**config.mk**
```make
export PLATFORM = sky130hd
export DESIGN_NAME = bcd_display_scan
export DESIGN_NICKNAME = d
export VERILOG_FILES = /design/src/rtl/bcd_disp_pkg.sv /design/src/rtl/bcd_display_scan_bcd_to_seg7.sv /design/src/rtl/bcd_display_scan.sv
export SDC_FILE = /design/constraint.sdc
export NUM_CORES = 1
export LEC_CHECK = 0
export BUFFER_PORTS_ARGS = -buffer_cell sky130_fd_sc_hd__buf_2
export CAP_MARGIN = 5
export CORE_ASPECT_RATIO = 2
export CORE_MARGIN = 4
export CORE_UTILIZATION = 55
export CTS_BUF_LIST = sky130_fd_sc_hd__clkbuf_16
export CTS_CLUSTER_DIAMETER = 50
export DETAILED_ROUTE_END_ITERATION = 10
export GPL_ROUTABILITY_DRIVEN = 0
export PLACE_DENSITY = 0.85
export SYNTH_ARGS = -nofsm -noshare
export SYNTH_HDL_FRONTEND = slang
export SYNTH_HIERARCHICAL = 1
export SYNTH_SLANG_ARGS = --single-unit
```
**constraint.sdc**
```tcl
create_clock -name clk -period 8 [get_ports clk]
set_input_delay 0.8 -clock clk [delete_from_list [all_inputs] [get_ports clk]]
set_output_delay 0.8 -clock clk [all_outputs]
set_load 0.1 [all_outputs]
```
**src/rtl/bcd_disp_pkg.sv**
```systemverilog
// Shared types and constants for the two-digit seven-segment scan driver.
// Segment constants are active-high with bit 0 = a through bit 6 = g.
package bcd_disp_pkg;

   // Scan FSM state encoding (kept as plain constants for legacy tools)
   typedef logic [1:0] state_t;

   localparam state_t UNITS = 2'd0;
   localparam state_t GAP_U = 2'd1;
   localparam state_t TENS  = 2'd2;
   localparam state_t GAP_T = 2'd3;

   // Active-high segment glyphs, seg[0]=a ... seg[6]=g
   localparam logic [6:0] SEG_0   = 7'h3F;
   localparam logic [6:0] SEG_1   = 7'h06;
   localparam logic [6:0] SEG_2   = 7'h5B;
   localparam logic [6:0] SEG_3   = 7'h4F;
   localparam logic [6:0] SEG_4   = 7'h66;
   localparam logic [6:0] SEG_5   = 7'h6D;
   localparam logic [6:0] SEG_6   = 7'h7D;
   localparam logic [6:0] SEG_7   = 7'h07;
   localparam logic [6:0] SEG_8   = 7'h7F;
   localparam logic [6:0] SEG_9   = 7'h6F;
   localparam logic [6:0] SEG_ERR = 7'h79;

   // Largest of three values; sizes the shared slot/gap timer
   function automatic int max3(input int a, input int b, input int c);
      int m;
      m = a;
      if (b > m) m = b;
      if (c > m) m = c;
      return m;
   endfunction

endpackage

```
**src/rtl/bcd_display_scan_bcd_to_seg7.sv**
```systemverilog
// Combinational BCD to seven-segment decoder (active-high outputs).
// Codes 10..15 render the "E" glyph so bad data is visible on the display.
module bcd_to_seg7
   import bcd_disp_pkg::*;
(
   input  logic [3:0] bcd_i,
   output logic [6:0] seg_o
);

   // Map one BCD digit to its glyph
   always_comb begin
      seg_o = SEG_ERR;
      case (bcd_i)
         4'd0:    seg_o = SEG_0;
         4'd1:    seg_o = SEG_1;
         4'd2:    seg_o = SEG_2;
         4'd3:    seg_o = SEG_3;
         4'd4:    seg_o = SEG_4;
         4'd5:    seg_o = SEG_5;
         4'd6:    seg_o = SEG_6;
         4'd7:    seg_o = SEG_7;
         4'd8:    seg_o = SEG_8;
         4'd9:    seg_o = SEG_9;
         default: seg_o = SEG_ERR;
      endcase
   end

endmodule

```
**src/rtl/bcd_display_scan.sv**
```systemverilog
// Two-digit multiplexed seven-segment scanner. A pending copy of the BCD
// pair is captured on load and promoted to the displayed copy only at frame
// boundaries, so a frame never mixes old and new digits. Each digit is lit
// for SCAN_DIV cycles, separated by BLANK_CYC dark cycles to avoid ghosting.
module bcd_display_scan
   import bcd_disp_pkg::*;
#(
   parameter int SCAN_DIV   = 50000,
   parameter int BLANK_CYC  = 16,
   parameter int ACTIVE_LOW = 1,
   parameter int LZ_BLANK   = 1
) (
   input  logic       clk,
   input  logic       rst,
   input  logic       en,
   input  logic       load,
   input  logic [3:0] tens,
   input  logic [3:0] units,
   output logic [6:0] seg,
   output logic [1:0] an,
   output logic       frame_done,
   output logic       err
);

   localparam int MAXD = max3(SCAN_DIV, BLANK_CYC, 2);
   localparam int TW   = $clog2(MAXD);

   localparam logic [TW-1:0] SCAN_RLD  = TW'(SCAN_DIV - 1);
   localparam logic [TW-1:0] BLANK_RLD = TW'((BLANK_CYC > 0) ? (BLANK_CYC - 1) : 0);

   // Inversion masks applied at the output registers only
   localparam logic [6:0] SEG_INV = {7{ACTIVE_LOW != 0}};
   localparam logic [1:0] AN_INV  = {2{ACTIVE_LOW != 0}};

   // FSM and timer
   state_t        state_q, state_d;
   logic [TW-1:0] timer_q, timer_d;
   logic          armed_q, armed_d;
   logic [TW-1:0] timer_eff;
   logic          slot_last;
   logic          frame_end;
   logic          boundary;
   logic          wrap_q;

   // Value registers
   logic [3:0] pend_t_q, pend_u_q;
   logic [3:0] disp_t_q, disp_u_q;

   // Output path
   logic [3:0] digit_sel;
   logic [6:0] glyph;
   logic [6:0] seg_act;
   logic [1:0] an_act;
   logic       tens_blank;
   logic [6:0] seg_q;
   logic [1:0] an_q;
   logic       fd_q;
   logic       err_q;

   // armed_q=0 marks a UNITS slot whose timer has not been loaded yet (after
   // reset or while en=0); the reload value stands in for the cleared timer
   // so the first slot after a restart still lasts the full SCAN_DIV cycles.
   assign timer_eff = armed_q ? timer_q : SCAN_RLD;
   assign slot_last = (timer_eff == '0);

   // Frame ends when leaving GAP_T, or TENS when there is no gap
   assign frame_end = en && slot_last &&
                      ((state_q == GAP_T) || ((state_q == TENS) && (BLANK_CYC == 0)));
   assign boundary  = !en || frame_end;

   // Next-state and timer reload logic
   always_comb begin
      state_d = state_q;
      timer_d = timer_eff - TW'(1);
      armed_d = 1'b1;
      if (!en) begin
         state_d = UNITS;
         timer_d = '0;
         armed_d = 1'b0;
      end else if (slot_last) begin
         case (state_q)
            UNITS: begin
               if (BLANK_CYC > 0) begin
                  state_d = GAP_U;
                  timer_d = BLANK_RLD;
               end else begin
                  state_d = TENS;
                  timer_d = SCAN_RLD;
               end
            end
            GAP_U: begin
               state_d = TENS;
               timer_d = SCAN_RLD;
            end
            TENS: begin
               if (BLANK_CYC > 0) begin
                  state_d = GAP_T;
                  timer_d = BLANK_RLD;
               end else begin
                  state_d = UNITS;
                  timer_d = SCAN_RLD;
               end
            end
            default: begin
               state_d = UNITS;
               timer_d = SCAN_RLD;
            end
         endcase
      end
   end

   // FSM state, slot timer and frame-wrap marker
   always_ff @(posedge clk or posedge rst) begin
      if (rst) begin
         state_q <= UNITS;
         timer_q <= '0;
         armed_q <= 1'b0;
         wrap_q  <= 1'b0;
      end else begin
         state_q <= state_d;
         timer_q <= timer_d;
         armed_q <= armed_d;
         wrap_q  <= frame_end;
      end
   end

   // Pending capture on load; displayed copy promoted only at boundaries
   always_ff @(posedge clk or posedge rst) begin
      if (rst) begin
         pend_t_q <= '0;
         pend_u_q <= '0;
         disp_t_q <= '0;
         disp_u_q <= '0;
      end else begin
         if (load) begin
            pend_t_q <= tens;
            pend_u_q <= units;
         end
         if (boundary) begin
            if (load) begin
               disp_t_q <= tens;
               disp_u_q <= units;
            end else begin
               disp_t_q <= pend_t_q;
               disp_u_q <= pend_u_q;
            end
         end
      end
   end

   assign digit_sel  = (state_q == TENS) ? disp_t_q : disp_u_q;
   assign tens_blank = (LZ_BLANK != 0) && (disp_t_q == 4'd0);

   bcd_to_seg7 u_dec (
      .bcd_i (digit_sel),
      .seg_o (glyph)
   );

   // Active-high segment/anode selection from the current slot
   always_comb begin
      seg_act = '0;
      an_act  = '0;
      if (en) begin
         case (state_q)
            UNITS: begin
               seg_act = glyph;
               an_act  = 2'b01;
            end
            TENS: begin
               if (!tens_blank) begin
                  seg_act = glyph;
                  an_act  = 2'b10;
               end
            end
            default: begin
               seg_act = '0;
               an_act  = '0;
            end
         endcase
      end
   end

   // Registered outputs with polarity applied
   always_ff @(posedge clk or posedge rst) begin
      if (rst) begin
         seg_q <= SEG_INV;
         an_q  <= AN_INV;
         fd_q  <= 1'b0;
         err_q <= 1'b0;
      end else begin
         seg_q <= seg_act ^ SEG_INV;
         an_q  <= an_act ^ AN_INV;
         fd_q  <= wrap_q && en;
         err_q <= (disp_t_q > 4'd9) || (disp_u_q > 4'd9);
      end
   end

   assign seg        = seg_q;
   assign an         = an_q;
   assign frame_done = fd_q;
   assign err        = err_q;

endmodule
```
======== Word-level counts from Yosys, hierarchy flattened ========
Memory sizes are Yosys's and may differ from the RTL's.
Cells that the tools add are included.
word-level totals
  memories kept ........................... 1
  output and inout port bits .............. 11
  memory bits (read-only) ................. 112
  bits of input ports ..................... 12
  logic and storage cells ................. 49
  flip-flop bits (word level) ............. 47
memory list
  name             depth  bits a word  read ports  clocked after Yosys merged registers in  write ports  RTL line                            text
  (no name shown)  16     7            1           0                                        0            bcd_display_scan_bcd_to_seg7.sv:13  case (bcd_i)
operators by class
  muxes and demuxes ....................... 17
  $lt $le $gt $ge ......................... 2
  bitwise logic cells ..................... 2
  reduce and logical (&&, ||, !) cells .... 10
  equal/unequal tests ..................... 4
  add/sub/neg operators ................... 1
operators with widths
  cell                                                                      number
  16-bit two-way mux                                                        4
  16-bit zero test                                                          1
  16-bit by 1-bit subtractor with 16-bit output (second input constant)     1
  7-bit two-way mux                                                         2
  7-bit case mux with 2 select lines                                        1
  4-bit two-way mux                                                         3
  4-bit greater-than comparator (second input constant)                     2
  2-bit two-way mux                                                         4
  7-bit inverter                                                            1
  2-bit case mux with 3 select lines                                        1
  2-bit == test (second input constant)                                     2
  4-bit zero test                                                           1
  2-bit case mux with 2 select lines                                        1
  1-bit logical AND                                                         3
  2-bit by 1-bit == test with 1-bit output (second input constant)          1
  2-bit zero test                                                           1
  1-bit logical OR                                                          2
  2-bit by 1-bit inequality test with 1-bit output (second input constant)  1
  2-bit inverter                                                            1
  2-bit OR reduction                                                        1
  1-bit zero test                                                           1
  1-bit two-way mux                                                         1

======== Depth between registers and ports, before layout ========
Gate-level depths: netlist of the first run.
An unclocked memory read counts as a cell.
  depth after elaboration ................. 7
  gate-level depth with buffers ........... 10
  depth with buffers taken out ............ 8

======== Modules after synthesis ========
Netlist of the first run, hierarchy kept.
by module, submodules not included
  module            area each (um2)  sequential area each (um2)  times used  cells each
  bcd_display_scan  2087.0           1187.4                      1           180
  bcd_to_seg7       190.2            0.0                         1           26

======== Worst setup path after synthesis of the first run ========
OpenSTA, ideal clock, no wires.
  kind .................................... register to register
  from .................................... reg armed_q
  to ...................................... reg disp_t_q[0]
  clock period less this slack ............ 2.715 ns
  data required time ...................... 7.875 ns
  setup slack ............................. 5.285 ns
  setup time .............................. 0.125 ns
  cell stages (with the launch flop) ...... 10
  buffers on the path ..................... 2
  arrival ................................. 2.590 ns
  cell sequence ........................... dfrtp_1 -> clkbuf_1 -> inv_1 -> nor2_1 -> ha_1 -> or4b_1 -> or3_1 -> buf_2 -> o21ai_4 -> mux2_2
on the way
  word-level cells in the longest chain between the ends .. 5
ends and longest elaborated chain
  item                            RTL line                 text
  start: declaration              bcd_display_scan.sv:38   logic armed_q, armed_d;
  start signal: assignment        bcd_display_scan.sv:122  armed_q <= armed_d;
  16-bit two-way mux              bcd_display_scan.sv:63   assign timer_eff = armed_q ? timer_q : SCAN_RLD;
  16-bit zero test                bcd_display_scan.sv:64   assign slot_last = (timer_eff == '0);
  1-bit logical AND (2 in a row)  bcd_display_scan.sv:67   assign frame_end = en && slot_last &&
  1-bit logical OR                bcd_display_scan.sv:69   assign boundary = !en || frame_end;
  end signal: assignment          bcd_display_scan.sv:141  disp_t_q <= tens;
  end signal: assignment          bcd_display_scan.sv:144  disp_t_q <= pend_t_q;
  end: declaration                bcd_display_scan.sv:47   logic [3:0] disp_t_q, disp_u_q;
No other way between the ends.
A chain may end at the register's enable or synchronous reset.

======== Final worst setup path of the first run ========
  from .................................... reg armed_q
  to ...................................... reg disp_u_q[1]
on the way
  word-level cells in the longest chain between the ends .. 5
ends and longest elaborated chain
  item                            RTL line                 text
  16-bit two-way mux              bcd_display_scan.sv:63
  16-bit zero test                bcd_display_scan.sv:64
  1-bit logical AND (2 in a row)  bcd_display_scan.sv:67
  1-bit logical OR                bcd_display_scan.sv:69
  end signal: assignment          bcd_display_scan.sv:142  disp_u_q <= units;
  end signal: assignment          bcd_display_scan.sv:145  disp_u_q <= pend_u_q;
  end: declaration                bcd_display_scan.sv:47
No other way between the ends.

==> reports/results.txt, run 1 <==
outcome - finished clean
Tcrit/Tclk final - 0.3749
post-synthesis xor/xnor area fraction - 0.03462
Crit Path Category - reg -> reg
crit path DAT - 3170 ps
Setup-failing EPs final - 0
TritonCTS clock tree - yes
vias after detailed routing - 1575
Storage cell area - 0.001187 sq mm
Detail Route Antenna Nets - 0
fill count - 337
relative slew slack - 0.3686
# rows - 32
mean number of vias per cell - 5.585
area added between synthesis and finish - 14.12%
hold bufs inserted after CTS - 0
fin. max-slew vios - 0
Initial DRT Pass Iterations - 4
Util after Layout - 0.6623
later-pin clock latency in the skew report - 290 ps
synthesized area - 0.002277 sq mm
Hold WC Path Type - reg -> reg
Routed met2 length - 2.523 mm
Int Power - 0.4495 mW
clock sink count - 47
crit path max-delay cell type - or3_1
Combinational Power Share - 0.207
full die area - 0.005297 sq mm
Max-Cap Viols - 0
Critical Path Max Stage Delay - 630 ps
Ports - 23
Longest Clk Path Bufs - 2
compound-cell area share of the yosys netlist - 0.08571
Yosys cell types - 42
1st-iter DRT viols - 40
Mapped Cells - 206
Post-Route WL - 4.338 mm
Net Sw Frac - 0.3036
Met1 Wirelength - 1.557 mm
number of global-route vias before repair - 1595
CORE AREA - 0.003924 sq mm
max frequency - 0.3334 GHz
first-pass GRT wire length - 7.424 mm
pwr dens - 248.4 mW/mm^2
share of cells above drive strength 1 - 0.2684
Initial Util - 0.5804
Residual DRC - 0
Tmin final - 3000 ps
clk root buf - clkbuf_16
DP HPWL - 3.217 mm
Synth Area in Adders - 0.06044
CP Max Fanout - 15
syn_nets - 229
pin count of the biggest net entering global routing - 48
largest family of logic cells by synthesized area - simple AND/OR/NAND/NOR gates
part of the power in registers - 0.430
flops & latches, synth - 47
Resized Gates After CTS - 0
H-Tree Depth - 2
Clock power frac - 0.363
IR drop worst, VDD - 0.1969 mV
mux cell area share after synthesis - 0.1082
Seq/Total Area, Yosys - 0.5214
crit end category - flip-flop
initial antenna violation count - 0
diode count - 0
commonest non-fill, non-tap cell in the layout - dfrtp_1
final hold violations - 0
CTS buffer count - 5
switching power total - 0.1959 mW
die width - 53.50 um
Clock Pin Slew Worst Setup and Hold Paths - 60 ps
critical path launch point type - flip-flop
Global Route Usage Sum - 0.1901
Final TNS setup - 0 ps
RSZ-0062 raised after global routing - false
post-CTS setup buffer count - 0
multi-input combinational cell area - 0.001036 sq mm
Synth Area in Simple Gates - 0.1659
Die Y - 99 um
Final Skew - 5.616 ps
average cell area after synthesis - 11.05 sq um
Max Used Layer - met4
Port-buffer cells - 22
CP cell instances - inv_1 -> nor2_1 -> ha_1 -> or4b_1 -> or3_1 -> o21ai_4 -> mux2_2
Tightest Pin Transition - 945.7 ps
Final nets - 253
Met3 Routed Length - 121 um
Ys Warns - 6
worst endpoint required time - 8170 ps
commonest cells after routing, fill and taps aside - dfrtp_1, buf_2, mux2_2, nand2_1, nor2_1
drt wl/cell - 15.38 um
GR Overflow Total - 0
leak pwr - 1.177 nW
==> flip-flops by register name, indices dropped and copies added (netlist names) <==
name and count:
armed_q 1, an 2, state_q 2, err 1, disp_u_q 4, disp_t_q 4, wrap_q 1, timer_q 16
pend_t_q 4, seg 7, pend_u_q 4, frame_done 1
==> Yosys cell counts <==
master	number	area (sq um)
nor2_1	16	60.06
mux2i_1	1	10.01
a21o_1	3	22.52
inv_1	8	30.03
a31oi_1	3	18.77
nand3b_1	1	7.510
or3_1	2	12.51
xnor2_1	7	61.31
nand3_1	2	10.01
nor4_1	4	25.02
clkbuf_1	4	15.01
a2bb2oi_1	1	8.760
a41o_1	1	10.01
or4b_1	1	10.01
nand2_1	20	75.07
o21ai_0	9	45.04
and3b_1	1	8.760
nor3_1	4	20.02
o21a_1	1	7.510
and3_1	2	12.51
o211ai_1	1	7.510
mux2_1	1	11.26
o31a_1	1	8.760
mux2_2	20	225.2
clkinv_1	1	3.750
or4_1	1	7.510
or3b_1	1	8.760
ha_1	11	137.6
nor4bb_1	1	10.01
dfstp_2	9	236.5
or4_4	1	11.26
dfrtp_1	38	950.9
or2_2	1	6.260
xor2_1	2	17.52
and4b_1	1	10.01
o21ai_4	1	16.27
a21oi_1	10	50.05
or2b_1	1	7.510
buf_2	1	5.000
nand2b_1	7	43.79
and2_1	4	25.02
nand4_1	1	6.260
==> per-stage QoR <==
step                      std cells  instance area [sq um]  hold slack (ps)  total power [mW]  worst slack [ps]
after global placement          274                   2431            440.1            0.4119              5091
after floorplan                 206                   2277            433.7            0.3891              5285
after CTS                       282                   2599            465.9            0.6501              5027
after global routing            282                   2599            481.8            0.6726              4787
final                           282                   2599            462.2            0.6454              5001
after detailed placement        274                   2431            451.5            0.4152              5022
==> power by group through the flow <==
| stage | combinational [mW] | sequential, mW | clock (mW) |
|---|---|---|---|
| 5_1_grt | 0.145 | 0.280 | 0.248 |
| 3_3_place_gp | 0.131 | 0.281 | 0 |
| 3_5_place_dp | 0.134 | 0.281 | 0 |
| 6_report | 0.133 | 0.278 | 0.234 |
| 2_1_floorplan | 0.0613 | 0.328 | 0 |
| 4_1_cts | 0.135 | 0.278 | 0.238 |
==> final cells by class <==
type / count / share of cell area
Clock buffer: 5 / 0.04815
Clock inverter: 3 / 0.01637
Inverter: 9 / 0.01300
Multi-Input combinational cell: 145 / 0.3987
Sequential cell: 47 / 0.4569
Tap cell: 51 / 0.02455
Timing Repair Buffer: 22 / 0.04237
==> per-layer routing <==
metal,up-vias,global-route usage
li1,756,-
met1,778,0.2054
met2,30,0.3425
met3,11,0.03631
met4,0,0.07677
met5,-,0
==> cell families (layout without fill, tap and decap cells) <==
family,Yosys count,after routing
AOI/OAI and AO/OA,31,31
xor gates and xnor gates,9,9
adders and majority gates,11,11
buffers and inverters,14,39
DFF,47,47
muxes,22,22
and+or+nand+nor,72,72
==> critical path, delay by kind of cell, from the launching register on <==
| kind | cells | cell delay (ps) |
|---|---|---|
| AND/OR/NAND/NOR | 3 | 1280 |
| adder cells (fa/ha/maj) | 1 | 150 |
| buffers and inverters | 1 | 120 |
| multiplexers | 1 | 380 |
| flip-flops | 1 | 600 |
| AO/OA/AOI/OAI | 1 | 350 |
==> path summary, 6_finish.rpt <==
check	startpoint	to	slack [ps]	depth (start not counted)
min in group asynchronous	rst	err$_DFF_PP0_	720	2
max in group asynchronous	rst	state_q[0]$_DFFE_PP0P_	6680	2
min reg2reg	wrap_q$_DFF_PP0_	frame_done$_DFF_PP0_	460	1
min	wrap_q$_DFF_PP0_	frame_done$_DFF_PP0_	460	1
max	armed_q$_DFF_PP0_	disp_u_q[1]$_DFFE_PP0P_	5000	7
max reg2reg	armed_q$_DFF_PP0_	disp_u_q[1]$_DFFE_PP0P_	5000	7
Power figures use the tool's default switching activity.
==> run 2: changes to the inputs <==
--- a/config.mk
+++ b/config.mk
@@ -9,12 +9,12 @@
 export CAP_MARGIN = 5
 export CORE_ASPECT_RATIO = 2
 export CORE_MARGIN = 4
-export CORE_UTILIZATION = 55
+export CORE_UTILIZATION = 52
 export CTS_BUF_LIST = sky130_fd_sc_hd__clkbuf_16
 export CTS_CLUSTER_DIAMETER = 50
 export DETAILED_ROUTE_END_ITERATION = 10
 export GPL_ROUTABILITY_DRIVEN = 0
-export PLACE_DENSITY = 0.85
+export PLACE_DENSITY = 0.84
 export SYNTH_ARGS = -nofsm -noshare
 export SYNTH_HDL_FRONTEND = slang
 export SYNTH_HIERARCHICAL = 1
==> constraint.sdc (replaced) <==
create_clock -name clk -period 2.5 [get_ports clk]
set_input_delay 0.25 -clock clk [delete_from_list [all_inputs] [get_ports clk]]
set_output_delay 0.25 -clock clk [all_outputs]
set_load 0.1 [all_outputs]
==> run 2 against run 1 <==
Net effect: final area grew 5.2%; sequential power grew to 3.2 times the previous value; total power grew to 3.3 times the previous value; register-to-register slack lost 5000 ps; critical path type unchanged; highest routed layer unchanged; maximum frequency grew 21%.
==> reports/results.txt, run 2 (synthesis results as in run 1) <==
leak pwr - 1.252 nW
Final Total Pwr - 2.132 mW
pin count of the biggest net entering global routing - 26
vias after detailed routing - 1637
met3 usage - 0.03682
Tcrit/Tclk final - 0.9887
hold slack - 15.67 ps
Global Route Usage Sum - 0.2053
mean number of vias per cell - 5.625
share of cells above drive strength 1 - 0.3305
Clock Pin Slew Worst Setup and Hold Paths - 70 ps
r2r setup slk - 30 ps
CP cell instances - inv_2 -> nor2_4 -> ha_2 -> or4b_4 -> or3_4 -> o21ai_4 -> buf_12 -> mux2_4
FF-to-FF End - disp_t_q[3]$_DFFE_PP0P_
CP Max Fanout - 8
full die area - 0.005566 sq mm
Max-Cap Viols - 0
drt wl/cell - 16.68 um
Die Y - 101.6 um
Largest register FFs - 16
crit path max-delay cell type - or4b_4
diode count - 0
1st-iter DRT viols - 68
Worst R2R Start - armed_q$_DFF_PP0_
final hold violations - 0
area added between synthesis and finish - 20.05%
Tightest Pin Transition - 849.3 ps
crit end category - flip-flop
Final TNS setup - 0 ps
relative slew slack - 0.4303
crit path DAT - 2640 ps
Ports - 23
initial antenna violation count - 0
Residual DRC - 0
DP HPWL - 3.621 mm
pwr dens - 779.8 mW/mm^2
CP Buf/Inv Count - 2
first-pass GRT wire length - 8.238 mm
Hold WC Path Type - in -> async
commonest cells after routing, fill and taps aside - dfrtp_1, buf_2, nand2_1, nor2_1, mux2_2
number of global-route vias before repair - 1684
Tmin final - 2472 ps
clk root buf - clkbuf_16
commonest non-fill, non-tap cell in the layout - dfrtp_1
Post-Route WL - 4.855 mm
CTS buffer count - 5
met1 GRT Util - 0.2285
Critical Path Max Stage Delay - 490 ps
Detail Route Antenna Nets - 0
Port-buffer cells - 22
Setup-failing EPs final - 0
hold bufs inserted after CTS - 0
GRT Max-Usage Layer - met2
# rows - 33
TritonCTS clock tree - yes
Initial DRT Pass Iterations - 4
later-pin clock latency in the skew report - 290 ps
max frequency - 0.4046 GHz
clock sink count - 47
Worst Reg-to-Reg Cells - 8
Longest Clk Path Bufs - 2
IR drop worst, VDD - 0.5723 mV
Crit Path Category - reg -> reg
H-Tree Depth - 2
fin. max-slew vios - 0
Final Skew - 8.304 ps
GR Layer Usage met2 - 0.3604
worst endpoint required time - 2670 ps
CP delay by family, top - simple AND/OR/NAND/NOR gates
Final nets - 261
critical path launch point type - flip-flop
GR Overflow Total - 0
Largest Register - timer_q
outcome - finished clean
Initial Util - 0.5461
CORE AREA - 0.004170 sq mm
die width - 54.80 um
[run 2: cell count changes in the layout (fill, tap and decap cells not counted), moves of 2 or more]
cell,before,now
buf_4,0,7
inv_1,7,5
mux2_4,0,8
mux2_2,20,13
[run 2: layout make-up]
cell class	count	area (sq um)
clock inverters	3	46.29
repair buffers	30	182.7
flip-flops and latches	47	1189
fillers	311	1436
inverters	9	33.78
well taps	52	65.06
clock buffers	5	125.1
multi-input cells	145	1092
[run 2: timing repair]
item / in CTS / in global routing
pin swaps: 1 / 2
gates resized for setup: 0 / 8
gates cloned: 0 / 0
buffers inserted: 1 / 0
setup endpoints to repair: 8 / 15
[run 2: worst max path at each step]
| stage | startpoint | endpoint | cells past startpoint |
|---|---|---|---|
| 2_1_floorplan | armed_q$_DFF_PP0_ | disp_t_q[0]$_DFFE_PP0P_ | 9 |
| 3_3_place_gp | armed_q$_DFF_PP0_ | disp_u_q[3]$_DFFE_PP0P_ | 7 |
| 3_5_place_dp | armed_q$_DFF_PP0_ | disp_u_q[1]$_DFFE_PP0P_ | 7 |
| 4_1_cts | armed_q$_DFF_PP0_ | disp_t_q[3]$_DFFE_PP0P_ | 8 |
| 5_1_grt | armed_q$_DFF_PP0_ | disp_t_q[0]$_DFFE_PP0P_ | 8 |
| 6_report | armed_q$_DFF_PP0_ | disp_t_q[3]$_DFFE_PP0P_ | 8 |
[run 2: per-stage QoR]
stage	setup slack [ps]	cell area [sq um]	utilization	std cells
after CTS	33.91	2713	0.6505	291
after detailed placement	9.301	2521	0.6046	282
final	28.37	2734	0.6556	291
after floorplan	-56.73	2330	-	206
after global routing	-18.90	2734	0.6556	291
after global placement	59.19	2521	0.6046	282
[run 2: report_power, final]
group / leakage [nW] / switching (mW) / internal, mW
logic: 0.601 / 0.314 / 0.151
clock network: 0.0804 / 0.300 / 0.475
registers: 0.570 / 0.0496 / 0.842
total: 1.25 / 0.664 / 1.47
[run 2: routing by layer]
layer / vias to the layer above / wire length, um / share of wire
met5: - / 0 / 0
met2: 57 / 2812 / 0.58
met4: 0 / 135 / 0.028
met3: 15 / 201 / 0.041
met1: 790 / 1707 / 0.35
li1: 775 / - / -
==> run 3: changes to the inputs <==
--- a/config.mk
+++ b/config.mk
@@ -14,7 +14,9 @@
 export CTS_CLUSTER_DIAMETER = 50
 export DETAILED_ROUTE_END_ITERATION = 10
 export GPL_ROUTABILITY_DRIVEN = 0
+export MAX_ROUTING_LAYER = met4
 export PLACE_DENSITY = 0.84
+export SLEW_MARGIN = 0
 export SYNTH_ARGS = -nofsm -noshare
 export SYNTH_HDL_FRONTEND = slang
 export SYNTH_HIERARCHICAL = 1
==> run 3 against run 2 <==
Net effect: largest power group unchanged; first-iteration DRC count decreased by 25%; cell count unchanged; setup slack got worse by 2.8 ps; clock skew is 3.8 ps higher; critical endpoint unchanged.
==> reports/results.txt, run 3 (synthesis results as in run 1) <==
critical path launch point type - flip-flop
full die area - 0.005566 sq mm
Final Total Pwr - 2.132 mW
GR Overflow Total - 0
max frequency - 0.4041 GHz
Largest register FFs - 16
cell area after layout - 0.002734 sq mm
crit end category - flip-flop
Hold WC Path Type - in -> async
Setup-failing EPs final - 0
vias after detailed routing - 1616
Final nets - 261
Post-Route WL - 4.836 mm
drt wl/cell - 16.62 um
Final Skew - 12.15 ps
Clock Pin Slew Worst Setup and Hold Paths - 70 ps
DP HPWL - 3.621 mm
H-Tree Depth - 2
Worst Reg-to-Reg Cells - 8
outcome - finished clean
fin cells - 291
pwr dens - 780.0 mW/mm^2
CP cell instances - inv_2 -> nor2_4 -> ha_2 -> or4b_4 -> or3_4 -> o21ai_4 -> buf_12 -> mux2_4
placed cells - 282
CTS buffer count - 5
Detail Route Antenna Nets - 0
commonest non-fill, non-tap cell in the layout - dfrtp_1
Tmin final - 2474 ps
number of global-route vias before repair - 1682
relative slew slack - 0.4372
r2r setup slk - 30 ps
Tcrit/Tclk final - 0.9898
share of cells above drive strength 1 - 0.3305
Final TNS setup - 0 ps
Crit Path Category - reg -> reg
Global Route Usage Sum - 0.2109
crit path DAT - 2650 ps
die width - 54.80 um
area added between synthesis and finish - 20.05%
IR drop worst, VDD - 0.5721 mV
clock sink count - 47
CORE AREA - 0.004170 sq mm
Util after Layout - 0.6556
Net Sw Frac - 0.3114
Longest Clk Path Bufs - 2
mean number of vias per cell - 5.553
final hold violations - 0
crit path max-delay cell type - or4b_4
Post-DP Area - 0.002521 sq mm
part of the power in registers - 0.418
diode count - 0
TritonCTS clock tree - yes
pin count of the biggest net entering global routing - 26
Ports - 23
# rows - 33
Critical Path Max Stage Delay - 490 ps
fin. max-slew vios - 0
Worst R2R Start - armed_q$_DFF_PP0_
leak pwr - 1.252 nW
Residual DRC - 0
Max-Cap Viols - 0
later-pin clock latency in the skew report - 290 ps
Tightest Pin Transition - 839.1 ps
CP Max Fanout - 8
commonest cells after routing, fill and taps aside - dfrtp_1, buf_2, nand2_1, nor2_1, mux2_2
initial antenna violation count - 0
worst endpoint required time - 2670 ps
switching power total - 0.6641 mW
Int Power - 1.468 mW
first-pass GRT wire length - 8.224 mm
CP delay by family, top - simple AND/OR/NAND/NOR gates
Initial DRT Pass Iterations - 4
Largest Register - timer_q
Port-buffer cells - 22
Clock power frac - 0.364
clk root buf - clkbuf_16
Die Y - 101.6 um
Combinational Power Share - 0.218
CP Buf/Inv Count - 2
Initial Util - 0.5461
1st-iter DRT viols - 51
FF-to-FF End - disp_t_q[3]$_DFFE_PP0P_
[run 3: cell counts in the layout (fill, tap and decap cells not counted)]
Identical to the previous run, type by type.
[run 3: power by group through the flow]
| stage | combinational (mW) | clock [mW] | sequential [mW] |
|---|---|---|---|
| after global routing | 0.502 | 0.817 | 0.899 |
| after CTS | 0.463 | 0.781 | 0.889 |
| after global placement | 0.445 | 0 | 0.900 |
| after detailed placement | 0.456 | 0 | 0.902 |
| after floorplan | 0.213 | 0 | 1.05 |
| final | 0.465 | 0.776 | 0.891 |
[run 3: final cells by class]
cell class	count	area, sq um
clock buffers	5	125.1
clock inverters	3	46.29
fillers	311	1436
inverters	9	33.78
multi-input cells	145	1092
flip-flops and latches	47	1189
well taps	52	65.06
repair buffers	30	182.7
[run 3: worst register-to-register path, cell delays in order (launching register included)]
cell	delay, ps
dfrtp_2	440
inv_2	70
nor2_4	120
ha_2	180
or4b_4	490
or3_4	440
o21ai_4	160
buf_12	150
mux2_4	300
[run 3: worst max-delay path by stage]
stage	from	end	slack (ps)	depth (start not counted)
final	armed_q$_DFF_PP0_	disp_t_q[3]$_DFFE_PP0P_	30	8
after floorplan	armed_q$_DFF_PP0_	disp_t_q[0]$_DFFE_PP0P_	-60	9
after detailed placement	armed_q$_DFF_PP0_	disp_u_q[1]$_DFFE_PP0P_	9	7
after global routing	armed_q$_DFF_PP0_	disp_t_q[0]$_DFFE_PP0P_	-20	8
after CTS	armed_q$_DFF_PP0_	disp_t_q[3]$_DFFE_PP0P_	30	8
after global placement	armed_q$_DFF_PP0_	disp_u_q[3]$_DFFE_PP0P_	60	7
[run 3: metrics by stage]
| stage | hold WS, ps | setup WS [ps] |
|---|---|---|
| finish | 9.213 | 25.62 |
| global route | 71.54 | -18.90 |
| CTS | 32.59 | 33.91 |
| detailed placement | 345.8 | 9.301 |
| global placement | 330.0 | 59.19 |
| floorplan | 281.4 | -56.73 |
[run 3: repair_timing]
item / 4_1_cts / 5_1_grt
setup endpoints to repair: 8 / 13
pin swaps: 1 / 2
endpoints found under the hold margin: 0 / 0
gates resized for setup: 0 / 8
hold buffers: 0 / 0
setup buffers: 1 / 0
[run 3: per-layer routing]
| metal | part of all wire | vias up | GRT usage |
|---|---|---|---|
| met5 | 0 | - | - |
| met4 | 0.032 | 0 | 0.09021 |
| met3 | 0.038 | 14 | 0.03682 |
| met2 | 0.58 | 48 | 0.3604 |
| met1 | 0.35 | 781 | 0.2275 |
| li1 | - | 773 | - |
